--- config.mk ---
export PLATFORM = sky130hd
export DESIGN_NAME = spi_display_arbiter_flat
export DESIGN_NICKNAME = d
export VERILOG_FILES = /design/src/rtl/spi_display_arbiter_if.sv /design/src/rtl/spi_display_arbiter.sv /design/src/flat_wrapper.sv
export SDC_FILE = /design/constraint.sdc
export NUM_CORES = 1
export LEC_CHECK = 0
export BUFFER_PORTS_ARGS = -buffer_cell sky130_fd_sc_hd__buf_2
export CAP_MARGIN = 15
export CORE_MARGIN = 10
export CORE_UTILIZATION = 40
export DETAILED_ROUTE_END_ITERATION = 8
export PLACE_DENSITY = 0.59
export SLEW_MARGIN = 0
export SYNTH_ARGS = -nofsm -noshare
export SYNTH_HDL_FRONTEND = slang
export SYNTH_SLANG_ARGS = --single-unit
--- constraint.sdc ---
create_clock -name i_clk -period 3.2 [get_ports i_clk]
set_input_delay 0.64 -clock i_clk [delete_from_list [all_inputs] [get_ports i_clk]]
set_output_delay 0.64 -clock i_clk [all_outputs]
set_load 0.05 [all_outputs]
--- src/rtl/spi_display_arbiter_if.sv ---
// rtl/spi_display_arbiter_if.sv - client/panel signal bundle for the SPI display arbiter
// Purpose: groups the per-client request/bus signals and the shared panel bus.
// Ports (slave = arbiter side):
//   req, done, cli_mosi, cli_dc, cli_cs : per-client inputs (NUM_REQ wide)
//   start, abort, gnt                   : per-client one-hot outputs
//   mosi, dc, cs                        : muxed panel bus (cs active-low)
//   busy, timeout, init_done            : status
interface spi_display_arbiter_if #(
    parameter int NUM_REQ = 3
);
    logic [NUM_REQ-1:0] req;
    logic [NUM_REQ-1:0] done;
    logic [NUM_REQ-1:0] cli_mosi;
    logic [NUM_REQ-1:0] cli_dc;
    logic [NUM_REQ-1:0] cli_cs;
    logic [NUM_REQ-1:0] start;
    logic [NUM_REQ-1:0] abort;
    logic [NUM_REQ-1:0] gnt;
    logic               mosi;
    logic               dc;
    logic               cs;
    logic               busy;
    logic               timeout;
    logic               init_done;

    modport master (
        output req, done, cli_mosi, cli_dc, cli_cs,
        input  start, abort, gnt, mosi, dc, cs, busy, timeout, init_done
    );

    modport slave (
        input  req, done, cli_mosi, cli_dc, cli_cs,
        output start, abort, gnt, mosi, dc, cs, busy, timeout, init_done
    );
endinterface

--- src/rtl/spi_display_arbiter.sv ---
// rtl/spi_display_arbiter.sv - round-robin owner arbiter for a shared SPI display bus
// Purpose: grants the panel bus to one of NUM_REQ clients at a time, with an
//   init-client lock, a per-grant watchdog and an idle gap between grants.
// Ports:
//   i_clk : system clock
//   i_rst : asynchronous reset, active-high
//   bus   : spi_display_arbiter_if.slave (client requests/bus in, grant/panel out)
module spi_display_arbiter #(
    parameter int NUM_REQ    = 3,
    parameter int TIMEOUT    = 16_000_000,
    parameter int GAP_CYCLES = 4,
    parameter int INIT_LOCK  = 1
) (
    input  logic                 i_clk,
    input  logic                 i_rst,
    spi_display_arbiter_if.slave bus
);
    localparam int IW = $clog2(NUM_REQ);
    localparam int TW = $clog2(TIMEOUT + 1);
    localparam int GW = (GAP_CYCLES > 1) ? $clog2(GAP_CYCLES) : 1;

    typedef enum logic [1:0] {IDLE, START, BUSY, GAP} state_t;

    state_t          state, state_n;
    logic [IW-1:0]   g_idx, g_idx_n;
    logic [IW-1:0]   last, last_n;
    logic [TW-1:0]   timer, timer_n;
    logic [GW-1:0]   gap_cnt, gap_cnt_n;
    logic            init_done, init_done_n;

    logic [NUM_REQ-1:0] elig;
    logic [IW-1:0]      win;
    logic [NUM_REQ-1:0] g_oh;
    logic               done_g;
    logic               timer_hit;

    // Until the panel is initialised only requester 0 may be served.
    assign elig = (INIT_LOCK != 0 && !init_done)
                ? (bus.req & {{(NUM_REQ-1){1'b0}}, 1'b1})
                : bus.req;

    assign g_oh      = {{(NUM_REQ-1){1'b0}}, 1'b1} << g_idx;
    assign done_g    = bus.done[g_idx];
    assign timer_hit = (timer == TW'(TIMEOUT - 1));

    // Round-robin: first eligible client after the last one served, wrapping.
    always_comb begin
        logic found;
        logic [IW-1:0] cand;
        win   = '0;
        found = 1'b0;
        cand  = '0;
        for (int i = 1; i <= NUM_REQ; i++) begin
            cand = IW'((int'(last) + i) % NUM_REQ);
            if (!found && elig[cand]) begin
                win   = cand;
                found = 1'b1;
            end
        end
    end

    always_ff @(posedge i_clk or posedge i_rst) begin
        if (i_rst) begin
            state     <= IDLE;
            g_idx     <= '0;
            last      <= IW'(NUM_REQ - 1);
            timer     <= '0;
            gap_cnt   <= '0;
            init_done <= 1'b0;
        end else begin
            state     <= state_n;
            g_idx     <= g_idx_n;
            last      <= last_n;
            timer     <= timer_n;
            gap_cnt   <= gap_cnt_n;
            init_done <= init_done_n;
        end
    end

    always_comb begin
        state_n     = state;
        g_idx_n     = g_idx;
        last_n      = last;
        timer_n     = timer;
        gap_cnt_n   = gap_cnt;
        init_done_n = init_done;
        case (state)
            IDLE: begin
                if (|elig) begin
                    g_idx_n = win;
                    state_n = START;
                end
            end
            START: begin
                timer_n = '0;
                state_n = BUSY;
            end
            BUSY: begin
                timer_n = timer + TW'(1);
                // Done takes priority over a watchdog expiry in the same cycle.
                if (done_g) begin
                    last_n    = g_idx;
                    gap_cnt_n = '0;
                    state_n   = GAP;
                    if (g_idx == '0) begin
                        init_done_n = 1'b1;
                    end
                end else if (timer_hit) begin
                    last_n    = g_idx;
                    gap_cnt_n = '0;
                    state_n   = GAP;
                end
            end
            GAP: begin
                if (gap_cnt == GW'(GAP_CYCLES - 1)) begin
                    state_n = IDLE;
                end else begin
                    gap_cnt_n = gap_cnt + GW'(1);
                end
            end
            default: state_n = IDLE;
        endcase
    end

    // Bus mux is purely combinational so client SPI timing passes straight through.
    always_comb begin
        bus.start   = '0;
        bus.abort   = '0;
        bus.gnt     = '0;
        bus.mosi    = 1'b0;
        bus.dc      = 1'b0;
        bus.cs      = 1'b1;
        bus.busy    = (state != IDLE);
        bus.timeout = 1'b0;
        case (state)
            START: begin
                bus.start = g_oh;
                bus.gnt   = g_oh;
                bus.mosi  = bus.cli_mosi[g_idx];
                bus.dc    = bus.cli_dc[g_idx];
                bus.cs    = bus.cli_cs[g_idx];
            end
            BUSY: begin
                bus.gnt  = g_oh;
                bus.mosi = bus.cli_mosi[g_idx];
                bus.dc   = bus.cli_dc[g_idx];
                bus.cs   = bus.cli_cs[g_idx];
                if (!done_g && timer_hit) begin
                    bus.timeout = 1'b1;
                    bus.abort   = g_oh;
                end
            end
            default: ;
        endcase
    end

    assign bus.init_done = init_done;
endmodule

--- src/flat_wrapper.sv ---
// flat-port wrapper written by rule: the top's interface ports become plain ports
module spi_display_arbiter_flat 
#(
    parameter int NUM_REQ    = 3,
    parameter int TIMEOUT    = 16_000_000,
    parameter int GAP_CYCLES = 4,
    parameter int INIT_LOCK  = 1
)
  (i_clk, i_rst, bus_req, bus_done, bus_cli_mosi, bus_cli_dc, bus_cli_cs, bus_start, bus_abort, bus_gnt, bus_mosi, bus_dc, bus_cs, bus_busy, bus_timeout, bus_init_done);
  spi_display_arbiter_if #(.NUM_REQ(NUM_REQ)) bus_i ();
  input  logic i_clk;
  input  logic i_rst;
  input wire logic [$bits(bus_i.req)-1:0] bus_req;
  input wire logic [$bits(bus_i.done)-1:0] bus_done;
  input wire logic [$bits(bus_i.cli_mosi)-1:0] bus_cli_mosi;
  input wire logic [$bits(bus_i.cli_dc)-1:0] bus_cli_dc;
  input wire logic [$bits(bus_i.cli_cs)-1:0] bus_cli_cs;
  output wire logic [$bits(bus_i.start)-1:0] bus_start;
  output wire logic [$bits(bus_i.abort)-1:0] bus_abort;
  output wire logic [$bits(bus_i.gnt)-1:0] bus_gnt;
  output wire logic [$bits(bus_i.mosi)-1:0] bus_mosi;
  output wire logic [$bits(bus_i.dc)-1:0] bus_dc;
  output wire logic [$bits(bus_i.cs)-1:0] bus_cs;
  output wire logic [$bits(bus_i.busy)-1:0] bus_busy;
  output wire logic [$bits(bus_i.timeout)-1:0] bus_timeout;
  output wire logic [$bits(bus_i.init_done)-1:0] bus_init_done;
  assign bus_i.req = bus_req;
  assign bus_i.done = bus_done;
  assign bus_i.cli_mosi = bus_cli_mosi;
  assign bus_i.cli_dc = bus_cli_dc;
  assign bus_i.cli_cs = bus_cli_cs;
  assign bus_start = bus_i.start;
  assign bus_abort = bus_i.abort;
  assign bus_gnt = bus_i.gnt;
  assign bus_mosi = bus_i.mosi;
  assign bus_dc = bus_i.dc;
  assign bus_cs = bus_i.cs;
  assign bus_busy = bus_i.busy;
  assign bus_timeout = bus_i.timeout;
  assign bus_init_done = bus_i.init_done;
  spi_display_arbiter #(.NUM_REQ(NUM_REQ), .TIMEOUT(TIMEOUT), .GAP_CYCLES(GAP_CYCLES), .INIT_LOCK(INIT_LOCK)) u_core (.i_clk(i_clk), .i_rst(i_rst), .bus(bus_i));
endmodule
## Word-level counts from Yosys, hierarchy flattened

Cells that the tools add are included.

| word-level totals | value |
|---|---|
| flip-flop bits (word level) | 33 |
| bits in latches | 0 |
| RAM bits | 0 |
| ROM bits | 0 |
| bits of input ports | 17 |
| output and inout port bits | 15 |
| logic and storage cells | 88 |
| memories | 0 |

| cells by class | value |
|---|---|
| $add $sub $neg | 5 |
| multiply operators | 0 |
| divide/modulo/power cells | 3 |
| order comparisons | 4 |
| equal/unequal tests | 9 |
| shift operators | 1 |
| mux-type cells | 41 |
| bitwise gates (word level) | 0 |
| reduce and logical (&&, ||, !) cells | 19 |

Operator list:

| kind | number |
|---|---|
| 32-bit by 3-bit modulo with 32-bit output, second input constant | 3 |
| 24-bit case mux with 2 select lines | 1 |
| 24-bit by 1-bit adder with 24-bit output, second input constant | 1 |
| 24-bit equality test, second input constant | 1 |
| 2-bit two-way mux | 12 |
| 3-bit two-way mux | 5 |
| 1-bit binary-select mux with 2-bit select | 7 |
| 1-bit two-way mux | 14 |
| 2-bit by 3-bit less-than comparator with 1-bit output, second input constant | 4 |
| 3-bit AND reduction | 3 |
| 2-bit case mux with 4 select lines | 1 |
| 2-bit nonzero test | 4 |
| 2-bit by 2-bit adder with 3-bit output, second input constant | 2 |
| 2-bit equality test, second input constant | 3 |
| 2-bit logical NOT | 2 |
| 2-bit by 1-bit inequality test with 1-bit output, second input constant | 2 |
| 2-bit case mux with 2 select lines | 1 |
| 2-bit AND reduction | 2 |
| 2-bit by 1-bit adder with 3-bit output, second input constant | 1 |
| 1-bit logical AND | 3 |
| 1-bit logical NOT | 3 |
| 3-bit by 1-bit inequality test with 1-bit output, second input constant | 1 |
| 3-bit OR reduction | 1 |
| 1-bit by 2-bit left shift with 3-bit output, first input constant | 1 |
| 4 further kinds | 4 |

## Longest topological paths before layout

| depth | value |
|---|---|
| depth in word-level cells | 11 |
| gate-level depth with buffers | 7 |
| depth with buffers taken out | 6 |

## Worst setup path before layout

No wires, ideal clock.

| timing | value |
|---|---|
| path type | reg-to-output |
| start point | register u_core.state[0] |
| end point | output port bus_abort[1] |
| data arrival time | 2.435 ns |
| required time | 2.560 ns |
| slack | 0.125 ns |
| cell stages (with the launch flop) | 7 |
| buffers on the path | 1 |
| path through | dfrtp_1 > inv_1 > ha_1 > clkbuf_1 > o211a_1 > nand3_1 > nor3b_1 |

| on the way | value |
|---|---|
| longest elaborated chain between the ends | 2 |

Ends and longest elaborated chain:

| item | RTL line | source |
|---|---|---|
| start: declaration | spi_display_arbiter.sv:24 | `state_t state, state_n;` |
| start signal: assignment | spi_display_arbiter.sv:71 | `state <= state_n;` |
| 2-bit equality test | spi_display_arbiter.sv:135 | `case (state)` |
| 3-bit two-way mux | spi_display_arbiter.sv:135 |  |
| end: declaration | flat_wrapper.sv:19 | `output wire logic [$bits(bus_i.abort)-1:0] bus_abort;` |

Every way passes these cells.

## Worst setup path after layout

| timing | value |
|---|---|
| start point | register u_core.timer[0] |
| end point | output port bus_abort[1] |

| on the way | value |
|---|---|
| longest elaborated chain between the ends | 4 |

Ends and longest elaborated chain:

| item | RTL line | source |
|---|---|---|
| start: declaration | spi_display_arbiter.sv:27 | `logic [TW-1:0] timer, timer_n;` |
| start signal: assignment | spi_display_arbiter.sv:74 | `timer <= timer_n;` |
| 24-bit equality test | spi_display_arbiter.sv:44 | `assign timer_hit = (timer == TW'(TIMEOUT - 1));` |
| 1-bit logical AND | spi_display_arbiter.sv:148 | `if (!done_g && timer_hit) begin` |
| 3-bit two-way mux | spi_display_arbiter.sv:148 |  |
| 3-bit two-way mux | spi_display_arbiter.sv:135 |  |

Every way passes these cells.

==> metrics.txt <==
Overall Power=slightly above 2 mW; TritonCTS Sinks=33; initial antenna violation count=0; top cell type's share of synthesized area=0.367; synth-to-layout area growth=13.8%; largest net degree at the start of global routing=34; clk_lat worst skew=280 ps; Pre-antenna DRT Iters=4; ant diodes=0; PD cells=811 nW/um2; Leak=approximately 1.2 nW; Starting Density=0.420; syn nets=around 270; unrepaired setup endpoints after global routing=false; Final Hold Fails=0; share of cells above drive strength 1=0.175; Clock Pin Slew Worst Setup and Hold Paths=70 ps; post-cts sizing count=0; root buffer cell=clkbuf_8; Peak VDD IR=0.000549 V; vias in the first global route=1782; H-tree depth=2; endpoints failing setup=0; Max Cap Viol=0; Worst EP arrival=2220 ps; outcome=finished clean; DRT iter0 DRCs=roughly 140; critical path endpoint category=output port; largest cells by area after synthesis=dfrtp_1, ha_1, o21ai_0; Mapped Avg Cell Area=8.99 um2; register area share after synthesis=0.379; final WL=between 5 and 6 mm; total via count in the routed design=1898; Die X=between 90 and 100 um; Worst Tran Pin Value=670 ps; Synth Instances=between 200 and 250; biggest area consumer among synthesized cells=dfrtp_1; hold buffer count at CTS=0; Post-synth top cells=dfrtp_1, inv_1, nand2_1; I/O pins=32; nets=299; postcts setup bufs=0; CP max FO=8; Post-synth EDFFs=0; Worst setup SP type=flop; per-cell routed wire length=roughly 15 um; Die H=93.9 um; Post-synth ARST share=1.00; setup_tns=0 ps; I/O Buffers=31; Worst Path Required=~2600 ps; FF+latch count, synth=33; count leader, synth=dfrtp_1; GRT Total Usage=0.117; Worst Skew=7.95 ps; critical path type=flop to output port; TritonCTS Buffers=5; hpwl dp=around 3.7 mm; Final Cycle Share=0.895; relative slew slack=0.552; Clock Path Buffers=2; Tmin final=2860 ps; post-route antenna net violation count=0; placement row count=26; Remaining Overflow, GRT=0; DP Area=roughly 2400 um2; core area=between 5000 and 6000 um2; Max Fclk=349 MHz; YS warnings=0; Yosys cell types=53; GP Congestion=0.806; DIE AREA=8820 um2; Main synth FF type=dfrtp_1; first-pass GRT wire length=approximately 8.5 mm; HP Class=primary input to asynchronous set/reset pin; DRC viols=0; CTS tree=yes; max-slew violations=0; vias per cell=5.52; Post-Syn Area=roughly 2200 um2; cell area after layout=between 2000 and 2500 um2
==> where the power goes <==
part           switching, mW  total [mW]  internal (mW)
logic                  0.764        1.14          0.372
clock network          0.151       0.302          0.151
registers             0.0930       0.578          0.485
==> kinds of logic (layout without fill, tap and decap cells) <==
kind of cell | count (synthesis) | in the layout | synth area share
AND/OR/NAND/NOR | 100 | 100 | 0.279
AO/OA/AOI/OAI | 60 | 60 | 0.181
flip-flops | 33 | 33 | 0.379
buffers and inverters | 27 | 58 | 0.0487
adder cells (fa/ha/maj) | 9 | 9 | 0.0515
multiplexers | 8 | 8 | 0.0372
XOR/XNOR | 6 | 6 | 0.0241
==> placed cells by master (no fill, tap or decap), types with 2 or more instances in the layout <==
cell type | Yosys | layout
nor3_1 | 3 | 3
and2_1 | 8 | 8
nand3_1 | 8 | 8
dfrtp_1 | 32 | 32
nor2b_1 | 4 | 4
o211ai_1 | 3 | 3
xor2_1 | 5 | 5
o22ai_1 | 3 | 3
nor3b_1 | 2 | 2
nand2b_1 | 5 | 5
o21ai_0 | 15 | 15
a21boi_0 | 2 | 2
and4_1 | 5 | 5
or3_1 | 6 | 6
buf_4 | 1 | 3
buf_2 | 1 | 31
nand3b_1 | 2 | 2
o31ai_1 | 5 | 5
and3b_1 | 2 | 2
nand2_1 | 16 | 16
ha_1 | 9 | 9
a31oi_1 | 3 | 3
nor2_1 | 12 | 12
clkinv_2 | 0 | 2
and3_1 | 10 | 10
clkbuf_8 | 0 | 5
mux2i_1 | 7 | 7
or4_1 | 5 | 5
a22o_1 | 2 | 2
inv_1 | 16 | 16
a21oi_1 | 14 | 14
nand4_1 | 6 | 6
==> area by class of cell <==
class                           count  area (um2)
Fill cell                         509        2720
Multi-Input combinational cell    183        1250
Sequential cell                    33         827
Timing Repair Buffer               34         178
Tap cell                           70        87.6
Clock buffer                        6        72.6
Inverter                           16        60.1
Clock inverter                      2        10.0
==> final timing paths <==
path,cells after the start,endpoint,startpoint,slack (ps)
max,6,bus_abort[1],u_core.timer[0]$_DFFE_PP0N_,340
min,3,u_core.timer[6]$_DFFE_PP0N_,i_rst,440
max reg2reg,6,u_core.timer[19]$_DFFE_PP0N_,u_core.state[0]$_DFFE_PP0P_,900
min reg2reg,1,u_core.timer[0]$_DFFE_PP0N_,u_core.timer[0]$_DFFE_PP0N_,520
max in group asynchronous,3,u_core.last[1]$_DFFE_PP1P_,i_rst,2440
min in group i_clk,1,u_core.timer[0]$_DFFE_PP0N_,u_core.timer[0]$_DFFE_PP0N_,520
==> through the flow <==
step / std cells / utilization / worst slack (ps) / hold slack (ps)
after floorplan: 243 / - / 125 / 463
after global placement: 336 / 0.462 / 721 / 488
after detailed placement: 336 / 0.462 / 654 / 514
after CTS: 344 / 0.478 / 324 / 459
after global routing: 344 / 0.478 / 106 / 479
final: 344 / 0.478 / 337 / 441
==> registers in the layout, indices dropped and copies added (netlist names) <==
register and flops:
u_core.timer 24, u_core.gap_cnt 2, u_core.g_idx 2, u_core.state 2, u_core.last 2, u_core.bus.init_done 1
==> metal layers <==
metal | track usage | share of wire | vias up
met5 | 0 | 0 | -
li1 | - | - | 960
met3 | 0.0256 | 0.021 | 4
met4 | 0.0380 | 0.0083 | 0
met2 | 0.183 | 0.49 | 13
met1 | 0.154 | 0.48 | 921
==> worst max-delay path: stages, from the launching register on <==
cell and delay (ps):
dfrtp_1 380, ha_1 200, and3_1 330, and4_1 340
nand3_1 170, nor3b_1 220, buf_2 290
Power figures use the tool's default switching activity.
